--- src/rtl/vga_tex_writer_pkg.sv ---
// Shared constants and types for the VGA texture-buffer writer.
package vga_tex_writer_pkg;

   localparam logic [31:0] VGA_FB_BASE     = 32'h0000_0400;
   localparam int          VGA_SCREEN_SIZE = 16;

   // Control register offsets relative to the end of the pixel window
   localparam logic [31:0] FB_REG_FILL_VAL   = 32'h0;
   localparam logic [31:0] FB_REG_FILL_START = 32'h4;
   localparam logic [31:0] FB_REG_FILL_COUNT = 32'h8;
   localparam logic [31:0] FB_REG_STATUS     = 32'hC;

   // Index field is generous so any practical screen size fits
   localparam int FB_IDX_W = 16;

   typedef struct packed {
      logic [FB_IDX_W-1:0] idx;
      logic [31:0]         data;
   } fb_wr_t;

   typedef enum logic [0:0] {
      FB_IDLE,
      FB_FILL
   } fb_state_t;

endpackage

--- src/rtl/vga_tex_writer_tex_wr_fifo.sv ---
// Small synchronous FIFO queueing CPU pixel stores ahead of tex[] commit.
// A push while full is accepted when a pop happens on the same edge.
module tex_wr_fifo
   import vga_tex_writer_pkg::*;
#(
   parameter int DEPTH = 4
) (
   input  logic   clk,
   input  logic   rst_n,
   input  logic   i_push,
   input  fb_wr_t i_wr,
   input  logic   i_pop,
   output fb_wr_t o_rd,
   output logic   o_full,
   output logic   o_empty
);

   localparam int PW = (DEPTH > 1) ? $clog2(DEPTH) : 1;

   fb_wr_t         r_mem [DEPTH];
   logic [PW-1:0]  r_wp;
   logic [PW-1:0]  r_rp;
   logic [PW:0]    r_cnt;
   logic           w_pop;
   logic           w_push;

   assign o_full  = (r_cnt == (PW+1)'(DEPTH));
   assign o_empty = (r_cnt == '0);
   assign o_rd    = r_mem[r_rp];
   assign w_pop   = i_pop && !o_empty;
   assign w_push  = i_push && (!o_full || w_pop);

   // Pointer and occupancy tracking
   always_ff @(posedge clk or negedge rst_n) begin
      if (!rst_n) begin
         r_wp  <= '0;
         r_rp  <= '0;
         r_cnt <= '0;
      end else begin
         if (w_push) r_wp <= r_wp + 1'b1;
         if (w_pop)  r_rp <= r_rp + 1'b1;
         case ({w_push, w_pop})
            2'b10:   r_cnt <= r_cnt + 1'b1;
            2'b01:   r_cnt <= r_cnt - 1'b1;
            default: r_cnt <= r_cnt;
         endcase
      end
   end

   // Entry storage; contents are don't-care until pushed
   always_ff @(posedge clk) begin
      if (w_push) r_mem[r_wp] <= i_wr;
   end

endmodule

--- src/rtl/vga_tex_writer.sv ---
// CPU-side writer for the VGA texture buffer: pixel store queue, fill
// engine, control/status registers and the tex[] storage itself.
module vga_tex_writer
   import vga_tex_writer_pkg::*;
#(
   parameter logic [31:0] BASE_ADDR   = VGA_FB_BASE,
   parameter int          N_WORDS     = VGA_SCREEN_SIZE,
   parameter int          FIFO_DEPTH  = 4,
   parameter int          VBLANK_ONLY = 0
) (
   input  logic        clk,
   input  logic        rst_n,
   input  logic        we,
   input  logic [31:0] addr,
   input  logic [31:0] wdata,
   output logic [31:0] rdata,
   output logic        busy,
   input  logic        vblank_in,
   output logic [31:0] tex [N_WORDS]
);

   localparam int          IDX_W = (N_WORDS > 1) ? $clog2(N_WORDS) : 1;
   localparam logic [31:0] CB    = BASE_ADDR + 32'(N_WORDS) * 32'd4;

   fb_state_t      r_state;
   logic [31:0]    r_fill_val;
   logic [31:0]    r_fill_start;
   logic [31:0]    r_fill_count;
   logic           r_ovf;
   logic           r_lerr;
   logic [IDX_W-1:0] r_ptr;
   logic [IDX_W:0]   r_rem;

   logic           w_pix_hit;
   logic [IDX_W-1:0] w_idx;
   logic           w_sel_val, w_sel_start, w_sel_count, w_sel_stat;
   logic           w_commit_ok;
   logic           w_push_req, w_pop, w_full, w_empty;
   fb_wr_t         w_push_data, w_head;
   logic [IDX_W:0] w_avail, w_launch_rem;

   assign w_pix_hit   = (addr >= BASE_ADDR) && (addr < CB) && (addr[1:0] == 2'b00);
   assign w_idx       = IDX_W'((addr - BASE_ADDR) >> 2);
   assign w_sel_val   = (addr == CB + FB_REG_FILL_VAL);
   assign w_sel_start = (addr == CB + FB_REG_FILL_START);
   assign w_sel_count = (addr == CB + FB_REG_FILL_COUNT);
   assign w_sel_stat  = (addr == CB + FB_REG_STATUS);

   assign w_commit_ok = (VBLANK_ONLY == 0) || vblank_in;
   assign w_push_req  = we && w_pix_hit;
   assign w_pop       = !w_empty && (r_state == FB_IDLE) && w_commit_ok;
   assign w_push_data = '{idx: FB_IDX_W'(w_idx), data: wdata};
   assign busy        = (r_state != FB_IDLE) || !w_empty;
   assign w_avail     = (IDX_W+1)'(N_WORDS) - {1'b0, r_fill_start[IDX_W-1:0]};

   tex_wr_fifo #(.DEPTH(FIFO_DEPTH)) u_fifo (
      .clk     (clk),
      .rst_n   (rst_n),
      .i_push  (w_push_req),
      .i_wr    (w_push_data),
      .i_pop   (w_pop),
      .o_rd    (w_head),
      .o_full  (w_full),
      .o_empty (w_empty)
   );

   // Fill length clamped so the fill stops at the last word instead of wrapping
   always_comb begin
      w_launch_rem = '0;
      if (r_fill_start < 32'(N_WORDS)) begin
         if (wdata < 32'(w_avail)) w_launch_rem = wdata[IDX_W:0];
         else                      w_launch_rem = w_avail;
      end
   end

   // Control registers, sticky status flags and the fill FSM
   always_ff @(posedge clk or negedge rst_n) begin
      if (!rst_n) begin
         r_state      <= FB_IDLE;
         r_fill_val   <= '0;
         r_fill_start <= '0;
         r_fill_count <= '0;
         r_ovf        <= 1'b0;
         r_lerr       <= 1'b0;
         r_ptr        <= '0;
         r_rem        <= '0;
      end else begin
         if (we && w_sel_val)   r_fill_val   <= wdata;
         if (we && w_sel_start) r_fill_start <= wdata;
         if (we && w_sel_stat) begin
            if (wdata[2]) r_ovf  <= 1'b0;
            if (wdata[3]) r_lerr <= 1'b0;
         end
         if (w_push_req && w_full && !w_pop) r_ovf <= 1'b1;
         case (r_state)
            FB_IDLE: begin
               if (we && w_sel_count) begin
                  r_fill_count <= wdata;
                  if (w_launch_rem != '0) begin
                     r_state <= FB_FILL;
                     r_ptr   <= r_fill_start[IDX_W-1:0];
                     r_rem   <= w_launch_rem;
                  end
               end
            end
            FB_FILL: begin
               if (we && w_sel_count) r_lerr <= 1'b1;
               if (w_commit_ok) begin
                  r_ptr <= r_ptr + 1'b1;
                  r_rem <= r_rem - 1'b1;
                  if (r_rem == (IDX_W+1)'(1)) r_state <= FB_IDLE;
               end
            end
            default: r_state <= FB_IDLE;
         endcase
      end
   end

   // Commit mux into tex[]: fill engine owns the array while filling, else the queue drains
   always_ff @(posedge clk or negedge rst_n) begin
      if (!rst_n) begin
         for (int i = 0; i < N_WORDS; i++) tex[i] <= '0;
      end else if ((r_state == FB_FILL) && w_commit_ok) begin
         tex[r_ptr] <= r_fill_val;
      end else if (w_pop) begin
         tex[IDX_W'(w_head.idx)] <= w_head.data;
      end
   end

   // Read-back returns committed state only
   always_comb begin
      rdata = '0;
      if (w_pix_hit)        rdata = tex[w_idx];
      else if (w_sel_val)   rdata = r_fill_val;
      else if (w_sel_start) rdata = r_fill_start;
      else if (w_sel_count) rdata = r_fill_count;
      else if (w_sel_stat)  rdata = {28'd0, r_lerr, r_ovf, w_full, busy};
   end

endmodule

--- config.mk ---
export PLATFORM = sky130hd
export DESIGN_NAME = vga_tex_writer
export DESIGN_NICKNAME = d
export VERILOG_FILES = /design/src/rtl/vga_tex_writer_pkg.sv /design/src/rtl/vga_tex_writer_tex_wr_fifo.sv /design/src/rtl/vga_tex_writer.sv
export SDC_FILE = /design/constraint.sdc
export NUM_CORES = 1
export LEC_CHECK = 0
export CAP_MARGIN = 20
export CELL_PAD_IN_SITES_DETAIL_PLACEMENT = 0
export CELL_PAD_IN_SITES_GLOBAL_PLACEMENT = 2
export CORE_AREA = 2 2 345 347
export CTS_CLUSTER_DIAMETER = 100
export DETAILED_ROUTE_END_ITERATION = 10
export DIE_AREA = 0 0 347 349
export PLACE_DENSITY_LB_ADDON = 0.1
export SLEW_MARGIN = 10
export SYNTH_ARGS = -nofsm -noshare
export SYNTH_HDL_FRONTEND = slang
export SYNTH_SLANG_ARGS = --single-unit
--- constraint.sdc ---
create_clock -name clk -period 2.7 [get_ports clk]
set_input_delay 0.54 -clock clk [delete_from_list [all_inputs] [get_ports clk]]
set_output_delay 0.54 -clock clk [all_outputs]
set_load 0.03 [all_outputs]
==> flow_metrics.py, run 1 <==
metrics = {
    "outcome": {
        "outcome": "complete, but fails checks",
        "violations": "negative setup slack",
    },
    "critical_path": {
        "worst-endpoint-required_ns": 2.16,
        "worst_setup_path_start_kind": "flop",
        "crit_path_end_kind": "primary output",
        "worst_ep_arrival_time_ns": 2.63,
        "setup.worst_path.class": "flop to primary output",
        "worst-path-max-fanout": 2,
    },
    "detailed_routing": {
        "met2_wirelength_mm": 81.1,
        "routedWlPerCell_microns": 33.4,
        "via_count": 34200,
        "first_pass_iters": 6,
        "route.met3.wl_mm": 17.3,
        "drt-vias-per-instance": 6.05,
        "detail_route.iter0.violations": 3620,
        "antenna_left": 0,
        "route.detailed.drc": 0,
        "topRoutingLayerUsed": "met5",
        "drt-met1-wl_mm": 85.2,
        "totalWireLength_mm": 189,
    },
    "clock_tree": {
        "tritoncts.num_buffers": 93,
        "ctsHtreeMaxLevel": 3,
        "max-clock-path-buffers": 3,
        "clkSlewWorstSetupHoldPaths_ns": 0.06,
        "clkSinkCount": 771,
        "cts-root-buf": "sky130_fd_sc_hd__clkbuf_16",
        "clkLatencyLatePin_ns": 0.67,
        "tritoncts": "built",
    },
    "sta": {
        "postLayoutSetupSlackWorst_ns": -0.465,
        "final.period_utilization_pct": 117,
        "report.final.hold_viol_count": 0,
        "max-slew-margin-rel_pct": 31.2,
        "drv_slew": 0,
        "timing.final.setup_violations": 32,
        "hold_slack_ns": 0.371,
        "timing.clock.skew_ns": 0.0153,
        "max_clock_freq_mhz": 316,
        "worst-slew-pin-transition_ns": 1.03,
        "rsz_0062_raised_after_global_routing": "true",
        "period_minus_slack_ns": 3.17,
    },
    "logic_synthesis": {
        "synth-edff-count": 144,
        "synth.yosys.warnings": 0,
        "synthesis.area_sq_mm": 0.0384,
        "synth_instances": 3068,
        "yosys.area_share.xor_xnor_pct": 0.274,
        "yosys_register_bits": 771,
        "synth_cell_type_count": 63,
        "post_synth_fa_ha_maj_area_fraction_pct": 0.541,
        "synth_top_family_by_area": "compound AO/OA/AOI/OAI gates",
        "synth_area_per_cell_sq_um": 12.5,
        "synthSimpleGateAreaFrac_pct": 4.57,
        "synth_mux_area_share_pct": 15.3,
        "postSynthNetCount": 3152,
        "synth-main-ff-cell": "sky130_fd_sc_hd__dfrtp_1",
        "synth-seq-area-share_pct": 52.1,
        "async_reset_ff_share_pct": 81.3,
        "share_of_the_synthesized_area_in_compound_gates_ao_oa_aoi_oai_pct": 22.7,
    },
    "die": {
        "num_rows": 126,
        "top_level_ports": 613,
        "effective_utilization_at_floorplan_pct": 32.7,
        "die_height_microns": 349,
        "die_x_microns": 347,
        "die-area_sq_mm": 0.121,
        "core_area_sq_mm": 0.117,
    },
    "power_and_ir_drop": {
        "combinationalPowerShare_pct": 23.8,
        "leakage_nw": 21.4,
        "p_int_mw": 24.0,
        "report.power.total_mw": 34.8,
        "clock_power_share_pct": 36.1,
        "power_frac_seq_pct": 40.2,
        "worst_ir_drop_vdd_v": 0.000490,
        "swShare_pct": 31.1,
        "p_switching_mw": 10.8,
        "pwr_density_cell_mw_per_mm2": 634,
    },
    "placement": {
        "gpl.final_weighted_congestion": 0.970,
        "dpl-instance-area_sq_mm": 0.0501,
        "post_dp_hpwl_mm": 140,
        "buffer_ports.inserted": 611,
    },
    "global_routing": {
        "grt_pass1_vias": 33400,
        "grt_first_pass_wirelength_mm": 266,
        "grt_start_max_net_pins": 99,
        "global_route.usage.total_pct": 30.5,
        "gr_ovfl_total": 0,
        "grt_antenna_before_repair": 15,
    },
    "final_layout": {
        "layout.filler_cells": 10600,
        "diodes": 0,
        "final_cell_area_sq_mm": 0.0550,
        "drive_gt1_share_pct": 32.3,
        "layout-area-overhead-vs-synth_pct": 43.1,
        "net_count_reported_at_finish": 4130,
    },
    "worst_hold_path": {
        "hold_path.class": "input pin to asynchronous set/reset pin",
    },
    "flow_run": {
        "cap_viol_max_count": 0,
    },
}
## what timing repair did
action,CTS,global route
hold buffers,1,0
endpoints found under the setup margin,42,95
hold endpoints to repair,26,0
gates resized for setup,169,34
gates cloned,3,1
pin swaps,4,15
buffers inserted,159,11
## power by group through the flow
stage | logic (mW) | clock network, mW | registers, mW
global placement | 7.34 | 0 | 14.3
detailed placement | 7.42 | 0 | 14.3
global route | 8.57 | 13.2 | 14.0
CTS | 8.24 | 12.8 | 13.9
floorplan | 1.59 | 0 | 15.6
finish | 8.27 | 12.6 | 14.0
## routing by layer
metal  GRT usage [%]  vias to the layer above
li1                -                    14100
met1            45.0                    18100
met2            44.2                     1862
met3            7.94                      228
met4            7.94                        4
met5               0                        -
## cell families (layout without fill, tap and decap cells)
kind of cell | after synthesis | count (layout)
adder cells (fa/ha/maj) | 16 | 16
AO/OA/AOI/OAI | 1134 | 1134
buffers and inverters | 404 | 1456
flip-flops | 771 | 771
AND/OR/NAND/NOR | 403 | 403
multiplexers | 328 | 328
XOR/XNOR | 12 | 12
## metrics by stage
step / utilization (%) / std cells / TNS (ns) / setup WS (ns)
finish: 46.8 / 5656 / -12.28 / -0.465
CTS: 46.6 / 5645 / -12.97 / -0.495
global placement: 42.6 / 5314 / -101.12 / -0.645
global route: 46.8 / 5656 / -13.97 / -0.540
detailed placement: 42.6 / 5314 / -94.77 / -0.654
floorplan: - / 3068 / -1.75 / -0.186
## cells in the mapped netlist, types with 6 or more instances
master | instances | share of area, %
sky130_fd_sc_hd__dfrtp_1 | 627 | 41
sky130_fd_sc_hd__o221ai_1 | 353 | 8.0
sky130_fd_sc_hd__o21a_1 | 352 | 6.9
sky130_fd_sc_hd__nand2_1 | 261 | 2.6
sky130_fd_sc_hd__clkbuf_1 | 202 | 2.0
sky130_fd_sc_hd__mux4_2 | 199 | 12
sky130_fd_sc_hd__o21ai_0 | 154 | 2.0
sky130_fd_sc_hd__edfxtp_1 | 144 | 11
sky130_fd_sc_hd__o22a_1 | 132 | 3.0
sky130_fd_sc_hd__buf_2 | 95 | 1.2
sky130_fd_sc_hd__mux2_2 | 94 | 2.8
sky130_fd_sc_hd__inv_1 | 50 | 0.49
sky130_fd_sc_hd__nor2_1 | 50 | 0.49
sky130_fd_sc_hd__mux2i_1 | 34 | 0.89
sky130_fd_sc_hd__a22oi_1 | 33 | 0.64
sky130_fd_sc_hd__a21oi_1 | 31 | 0.40
sky130_fd_sc_hd__buf_1 | 30 | 0.29
sky130_fd_sc_hd__o22ai_1 | 29 | 0.47
sky130_fd_sc_hd__buf_4 | 24 | 0.47
sky130_fd_sc_hd__nor4_1 | 20 | 0.33
sky130_fd_sc_hd__nand3_1 | 18 | 0.23
sky130_fd_sc_hd__o21ai_1 | 17 | 0.22
sky130_fd_sc_hd__ha_1 | 15 | 0.49
sky130_fd_sc_hd__nand2_2 | 10 | 0.16
sky130_fd_sc_hd__o22ai_4 | 8 | 0.42
sky130_fd_sc_hd__xnor2_1 | 8 | 0.18
sky130_fd_sc_hd__and3_1 | 7 | 0.11
sky130_fd_sc_hd__and2_1 | 6 | 0.098
sky130_fd_sc_hd__nor3_1 | 6 | 0.078
## cells in the final DEF (no fill, tap or decap), drive strengths merged, types with 31 or more instances in the layout
| cell | n |
|---|---|
| o21ai | 172 |
| o221ai | 353 |
| inv | 55 |
| clkbuf | 132 |
| dfrtp | 627 |
| nand2 | 271 |
| edfxtp | 144 |
| o21a | 352 |
| a22oi | 33 |
| mux2i | 34 |
| o22a | 132 |
| mux2 | 95 |
| buf | 658 |
| clkdlybuf4s50 | 573 |
| mux4 | 199 |
| o22ai | 40 |
| a21oi | 31 |
| nor2 | 53 |
## registers in the layout (all words and copies together) (netlist names)
name	cells
u_fifo.r_cnt	3
u_fifo.r_rp	2
r_fill_val	32
u_fifo.r_mem	144
r_ptr	4
r_state	1
r_lerr	1
tex	512
r_rem	5
r_ovf	1
u_fifo.r_wp	2
r_fill_count	32
r_fill_start	32
## worst paths after layout
kind / startpoint / to / slack, ns / cells after the start
setup / recovery: tex[402] / rdata[18] / -0.47 / 5
hold / removal: rst_n / tex[261] / 0.37 / 2
setup reg to reg: u_fifo.r_rp[0] / tex[300] / 0.09 / 7
hold reg to reg: r_fill_count[3] / r_fill_count[3] / 0.49 / 2
max in group asynchronous: rst_n / tex[150] / 1.28 / 4
min in group clk: addr[2] / u_fifo.r_mem[2][32] / 0.48 / 2
## area by class of cell
class	instances	area, sq um	area share [%]
Multi-Input combinational cell	1893	17400	31.6
Clock buffer	130	2610	4.74
Timing Repair Buffer	1235	12300	22.4
Sequential cell	771	20100	36.7
Inverter	52	213	0.387
Clock inverter	39	384	0.699
Tap cell	1536	1920	3.50
## worst max-delay path, cell delays in order, from the launching register on
cell and delay [ns]:
sky130_fd_sc_hd__dfrtp_2 0.41, sky130_fd_sc_hd__mux4_2 0.56, sky130_fd_sc_hd__mux4_2 0.61, sky130_fd_sc_hd__inv_2 0.13, sky130_fd_sc_hd__o22ai_4 0.09, sky130_fd_sc_hd__buf_12 0.16
(Power assumes the default switching activity.)
==> inputs of run 2 (changes only) <==
--- a/config.mk
+++ b/config.mk
@@ -12,6 +12,7 @@
 export CTS_CLUSTER_DIAMETER = 100
 export DETAILED_ROUTE_END_ITERATION = 10
 export DIE_AREA = 0 0 347 349
+export GPL_ROUTABILITY_DRIVEN = 1
 export PLACE_DENSITY_LB_ADDON = 0.1
 export SLEW_MARGIN = 10
 export SYNTH_ARGS = -nofsm -noshare
==> results of run 2 <==
The final DEF is identical to that of run 1; final timing and power are the same.
